--- src/rtl/tt_sweep_pkg.sv ---
// Shared types and default sizing for the truth-table sweep controller.
// The settle-counter width is derived from SETTLE so the counter always holds SETTLE itself.
package tt_sweep_pkg;

    localparam int IN_W_DEF   = 8;
    localparam int OUT_W_DEF  = 5;
    localparam int SETTLE_DEF = 1;

    typedef enum logic [2:0] {
        IDLE  = 3'd0,
        APPLY = 3'd1,
        WAIT  = 3'd2,
        CHECK = 3'd3,
        DONE  = 3'd4
    } state_t;

    function automatic int settle_cw(input int settle);
        return (settle < 1) ? 1 : $clog2(settle + 1);
    endfunction

    localparam int SETTLE_CW_DEF = settle_cw(SETTLE_DEF);

endpackage

--- src/rtl/tt_check_accum.sv ---
// Compares both implementation outputs against the ROM word and accumulates
// sticky flags, the failing-vector count and the lowest failing vector.
module tt_check_accum
    import tt_sweep_pkg::*;
#(
    parameter int IN_W  = IN_W_DEF,
    parameter int OUT_W = OUT_W_DEF
) (
    input  logic             clk,
    input  logic             rst,
    input  logic             i_clr,
    input  logic             i_en,
    input  logic [IN_W-1:0]  i_x,
    input  logic [OUT_W-1:0] i_y_ddnf,
    input  logic [OUT_W-1:0] i_y_dknf,
    input  logic [OUT_W-1:0] i_rom_data,
    output logic             o_mis,
    output logic             o_err_ddnf,
    output logic             o_err_dknf,
    output logic [IN_W:0]    o_err_count,
    output logic             o_first_err_valid,
    output logic [IN_W-1:0]  o_first_err_addr
);

    logic w_mis_ddnf;
    logic w_mis_dknf;

    assign w_mis_ddnf = (i_y_ddnf != i_rom_data);
    assign w_mis_dknf = (i_y_dknf != i_rom_data);
    assign o_mis      = w_mis_ddnf | w_mis_dknf;

    always_ff @(posedge clk or posedge rst) begin
        if (rst) begin
            o_err_ddnf        <= 1'b0;
            o_err_dknf        <= 1'b0;
            o_err_count       <= '0;
            o_first_err_valid <= 1'b0;
            o_first_err_addr  <= '0;
        end else if (i_clr) begin
            o_err_ddnf        <= 1'b0;
            o_err_dknf        <= 1'b0;
            o_err_count       <= '0;
            o_first_err_valid <= 1'b0;
            o_first_err_addr  <= '0;
        end else if (i_en) begin
            o_err_ddnf <= o_err_ddnf | w_mis_ddnf;
            o_err_dknf <= o_err_dknf | w_mis_dknf;
            if (o_mis) begin
                o_err_count <= o_err_count + 1'b1;
                // Vectors are swept in ascending order, so the first capture is the lowest failure.
                if (!o_first_err_valid) begin
                    o_first_err_valid <= 1'b1;
                    o_first_err_addr  <= i_x;
                end
            end
        end
    end

endmodule

--- src/rtl/tt_sweep_ctrl.sv ---
// Exhaustive truth-table self-test sequencer: walks every input vector, waits for
// the DUTs and ROM to settle, then checks both implementations against the ROM word.
module tt_sweep_ctrl
    import tt_sweep_pkg::*;
#(
    parameter int IN_W   = IN_W_DEF,
    parameter int OUT_W  = OUT_W_DEF,
    parameter int SETTLE = SETTLE_DEF
) (
    input  logic             clk,
    input  logic             rst,
    input  logic             start,
    input  logic             stop_on_err,
    output logic [IN_W-1:0]  i_x,
    input  logic [OUT_W-1:0] o_y_ddnf,
    input  logic [OUT_W-1:0] o_y_dknf,
    output logic [IN_W-1:0]  rom_addr,
    input  logic [OUT_W-1:0] rom_data,
    output logic             busy,
    output logic             done,
    output logic             pass,
    output logic [IN_W:0]    err_count,
    output logic             err_ddnf,
    output logic             err_dknf,
    output logic             first_err_valid,
    output logic [IN_W-1:0]  first_err_addr
);

    localparam int CW = settle_cw(SETTLE);

    state_t          r_state;
    state_t          w_next;
    logic [IN_W-1:0] r_x;
    logic [CW-1:0]   r_cnt;
    logic            r_stop;
    logic            r_pass;
    logic            r_busy;
    logic            r_done;
    logic            w_busy_nxt;
    logic            w_done_nxt;
    logic            w_start_acc;
    logic            w_check;
    logic            w_last;
    logic            w_mis;

    assign w_start_acc = (r_state == IDLE) && start;
    assign w_check     = (r_state == CHECK);
    assign w_last      = (r_x == {IN_W{1'b1}});

    always_ff @(posedge clk or posedge rst) begin
        if (rst) r_state <= IDLE;
        else     r_state <= w_next;
    end

    always_comb begin
        w_next = r_state;
        case (r_state)
            IDLE:    if (start) w_next = APPLY;
            APPLY:   w_next = WAIT;
            WAIT:    if (r_cnt == CW'(1)) w_next = CHECK;
            CHECK:   w_next = (w_last || (w_mis && r_stop)) ? DONE : APPLY;
            DONE:    w_next = IDLE;
            default: w_next = IDLE;
        endcase
    end

    always_comb begin
        w_busy_nxt = (w_next != IDLE);
        w_done_nxt = (w_next == DONE);
    end

    always_ff @(posedge clk or posedge rst) begin
        if (rst) begin
            r_x    <= '0;
            r_cnt  <= '0;
            r_stop <= 1'b0;
            r_pass <= 1'b0;
            r_busy <= 1'b0;
            r_done <= 1'b0;
        end else begin
            r_busy <= w_busy_nxt;
            r_done <= w_done_nxt;
            if (w_start_acc) begin
                r_x    <= '0;
                r_stop <= stop_on_err;
                r_pass <= 1'b0;
            end
            if (r_state == APPLY) r_cnt <= CW'(SETTLE);
            if (r_state == WAIT)  r_cnt <= r_cnt - 1'b1;
            if (w_check) begin
                if (w_next == APPLY) begin
                    r_x <= r_x + 1'b1;
                end else begin
                    // The accumulator updates on this same edge, so fold in the final verdict here.
                    r_pass <= (err_count == '0) && !w_mis;
                end
            end
        end
    end

    tt_check_accum #(
        .IN_W  (IN_W),
        .OUT_W (OUT_W)
    ) u_accum (
        .clk               (clk),
        .rst               (rst),
        .i_clr             (w_start_acc),
        .i_en              (w_check),
        .i_x               (r_x),
        .i_y_ddnf          (o_y_ddnf),
        .i_y_dknf          (o_y_dknf),
        .i_rom_data        (rom_data),
        .o_mis             (w_mis),
        .o_err_ddnf        (err_ddnf),
        .o_err_dknf        (err_dknf),
        .o_err_count       (err_count),
        .o_first_err_valid (first_err_valid),
        .o_first_err_addr  (first_err_addr)
    );

    assign i_x      = r_x;
    assign rom_addr = r_x;
    assign busy     = r_busy;
    assign done     = r_done;
    assign pass     = r_pass;

endmodule

--- config.mk ---
export PLATFORM = sky130hd
export DESIGN_NAME = tt_sweep_ctrl
export DESIGN_NICKNAME = d
export VERILOG_FILES = /design/src/rtl/tt_sweep_pkg.sv /design/src/rtl/tt_check_accum.sv /design/src/rtl/tt_sweep_ctrl.sv
export SDC_FILE = /design/constraint.sdc
export NUM_CORES = 1
export LEC_CHECK = 0
export CAP_MARGIN = 20
export CORE_MARGIN = 1.5
export CORE_UTILIZATION = 45
export DETAILED_ROUTE_END_ITERATION = 6
export DONT_BUFFER_PORTS = 1
export GPL_TIMING_DRIVEN = 0
export SKIP_LAST_GASP = 1
export SLEW_MARGIN = 20
export SYNTH_ARGS = -nofsm -noshare
export SYNTH_HDL_FRONTEND = slang
export SYNTH_SLANG_ARGS = --single-unit
--- constraint.sdc ---
create_clock -name clk -period 3.8 [get_ports clk]
set_input_delay 0.38 -clock clk [delete_from_list [all_inputs] [get_ports clk]]
set_output_delay 0.38 -clock clk [all_outputs]
set_load 0.02 [all_outputs]
==> out/results.tsv <==
metric	value	unit
cts_resized	0	
synth_edf_count	0	
vias_per_cell	6.261	
htree_levels	2	
dp.final_hpwl	3504	µm
synth_ff_type	dfrtp_1	
gp_congestion	0.8675	
required	4.01	ns
rsz0062_at_grt	no	
fin_skew	0.009993	ns
yosysSeqAreaShare	44.72	%
ant_nets	0	
min_period_over_period	58.49	%
crit_buf_inv	0	
grt_pass1_wl	8024	µm
syn_to_final_growth	11.12	%
cp.depth	6	
clkTransAtPathRegs	0.08	ns
fin_area	0.002238	mm²
slew_violations	0	
ys_warn_count	0	
hp-class	input pin to asynchronous set/reset pin	
io_buffers	0	
multiInputGateArea	977.2	µm²
n_fill_cell	405	
postCtsHoldBufs	0	
period_needed	2.223	ns
final_nets	233	
finalSetupViolCount	0	
finalSetupTns	0	ns
drt-pass1-iter-count	4	
critPathCaptureType	register	
synth_top_area_share	44.72	%
clk_path_buf_depth	2	
arrival	2.43	ns
avgSynthCellArea	9.875	µm²
drive_above_1_share	15.57	%
wl_per_cell	18.68	µm
routed_wl	4931	µm
syn-num-nets	226	
cp_slowest_cell	dfrtp_1	
syn_area	0.002014	mm²
dpl_cell_area	0.002079	mm²
gr-total-overflow	0	
dieArea	0.004887	mm²
synthArstFlopShare	100.0	%
cts_sinks	36	
clk_latency	0.29	ns
startpoint_type	register	
cpPeakStageDelay	0.52	ns
cts_buffers	5	
gr-usage-all-layers	20.68	%
hold_violations	0	
grt_pass1_vias	1605	
yosys-top-cells-area	dfrtp_1, xor2_1, nand2_1, o311ai_0, mux2i_1	
cts_tree	yes	
worstSetupPathType	register to register	
ys_top_cells_by_count	dfrtp_1, nand2_1, nor2_1, xor2_1, nand3_1	
rows	24	
ys_seq_elements	36	
cts_root_buf	clkbuf_8	
seq_area	900.9	µm²
max_freq	0.4499	GHz
drc	0	
cts_post_setup_buffers_inserted	0	
antenna_found_initial	0	
cpMostUsedCell	and3_1	
crit_chain	ha_1 -> and3_1 -> and3_1 -> a31o_2 -> nor2_2 -> mux2i_1	
num_io_pins	58	
critPathMaxFanout	8	
die_y	69.91	µm
max_slew_margin	32.98	%
peakVddDrop	0.3299	mV
drtIter0Drc	101	
reg2reg_depth	6	
worst_slew_pin_slew	1.003	ns
start_util	46.59	%
die_w	69.91	µm
vias	1653	
synth_cell_types	46	
syn_inst	204	
synth_largest_area_cell	dfrtp_1	
coreArea	0.004324	mm²
p_leak	0.0009986	µW
status	complete, no violations	
critPathTopFamily	simple AND/OR/NAND/NOR gates	
power_density	729.2	mW/mm²
drv_cap	0	
n_antenna_cell	0	
synth_most_common_cell	dfrtp_1	
grt_max_degree	37	
-- per-stage QoR --
step	hold slack [ns]	setup WS [ns]	utilization (%)	cells	power [µW]
after floorplan	0.4968	1.822	-	204	1023
after global placement	0.5088	1.659	48.09	256	1138
after detailed placement	0.4422	1.601	48.09	256	1163
after CTS	0.1200	1.576	51.77	264	1643
after global routing	0.1578	1.452	51.77	264	1735
final	0.1039	1.577	51.77	264	1632
-- report_power, final --
part           leakage [µW]  switching, µW  internal [µW]
registers          0.000479            174            474
logic              0.000441            328            182
clock network     0.0000784            146            328
total              0.000999            647            985
-- registers in the layout (all words and copies together), names as in the netlist --
register,count
u_accum.o_err_count,9
r_stop,1
pass,1
busy,1
u_accum.o_err_dknf,1
r_cnt,1
done,1
u_accum.o_err_ddnf,1
u_accum.o_first_err_valid,1
u_accum.o_first_err_addr,8
r_state,3
i_x,8
-- layout make-up --
cell class / count / share of cell area, %
multi-input combinational: 143 / 43.66
inverter: 5 / 0.8385
clock inverter: 3 / 4.025
tap: 52 / 2.907
buffer: 20 / 5.254
clock buffer: 5 / 3.074
sequential: 36 / 40.25
-- logic make-up (layout without fill, tap and decap cells) --
group,count (synthesis),count (layout),synth area share [%]
fa+ha+maj,3,3,1.864
xor+xnor,12,12,5.217
mux,8,8,4.099
flops,36,36,44.72
simple gates,81,81,22.24
buf+inv,25,33,6.771
compound gates,39,39,15.09
-- worst paths after layout --
path,startpoint,to,slack [ns]
max,i_x[1],i_x[7],1.58
min in group clk,stop_on_err,r_stop,0.22
min,rst,pass,0.10
min reg2reg,r_cnt,r_cnt,0.59
max reg2reg,i_x[1],i_x[7],1.58
max in group asynchronous,rst,u_accum.o_err_count[7],3.21
-- per-layer routing --
layer	part of all wire [%]	global-route usage [%]	routed length (µm)
met2	49	33.23	2429
met3	7.2	5.772	355
met5	0	0	0
met1	42	25.72	2053
met4	1.9	9.829	92
-- layout by cell type (no fill, tap or decap), types with 2 or more instances in the layout --
cell type  netlist  final
dfrtp_1         36     36
nand2_1         22     22
nor2_1          11     11
xor2_1          10     10
nand3_1          9      9
nand4_1          8      8
o311ai_0         8      8
buf_4            8      8
clkbuf_1         7      7
a21oi_1          7      7
mux2i_1          6      6
o31ai_1          5      5
a221o_1          5      5
clkbuf_8         0      5
buf_2            4      4
inv_1            5      4
nor2b_1          4      4
o21ai_0          4      4
and3_1           3      3
nor4_1           3      3
nor3_1           3      3
or4_1            3      3
ha_1             3      3
bufinv_16        0      3
nor3_2           2      2
xnor2_1          2      2
nor4b_1          2      2
mux2_2           2      2
or3_1            2      2
o211ai_1         2      2
(Power assumes the default switching activity.)
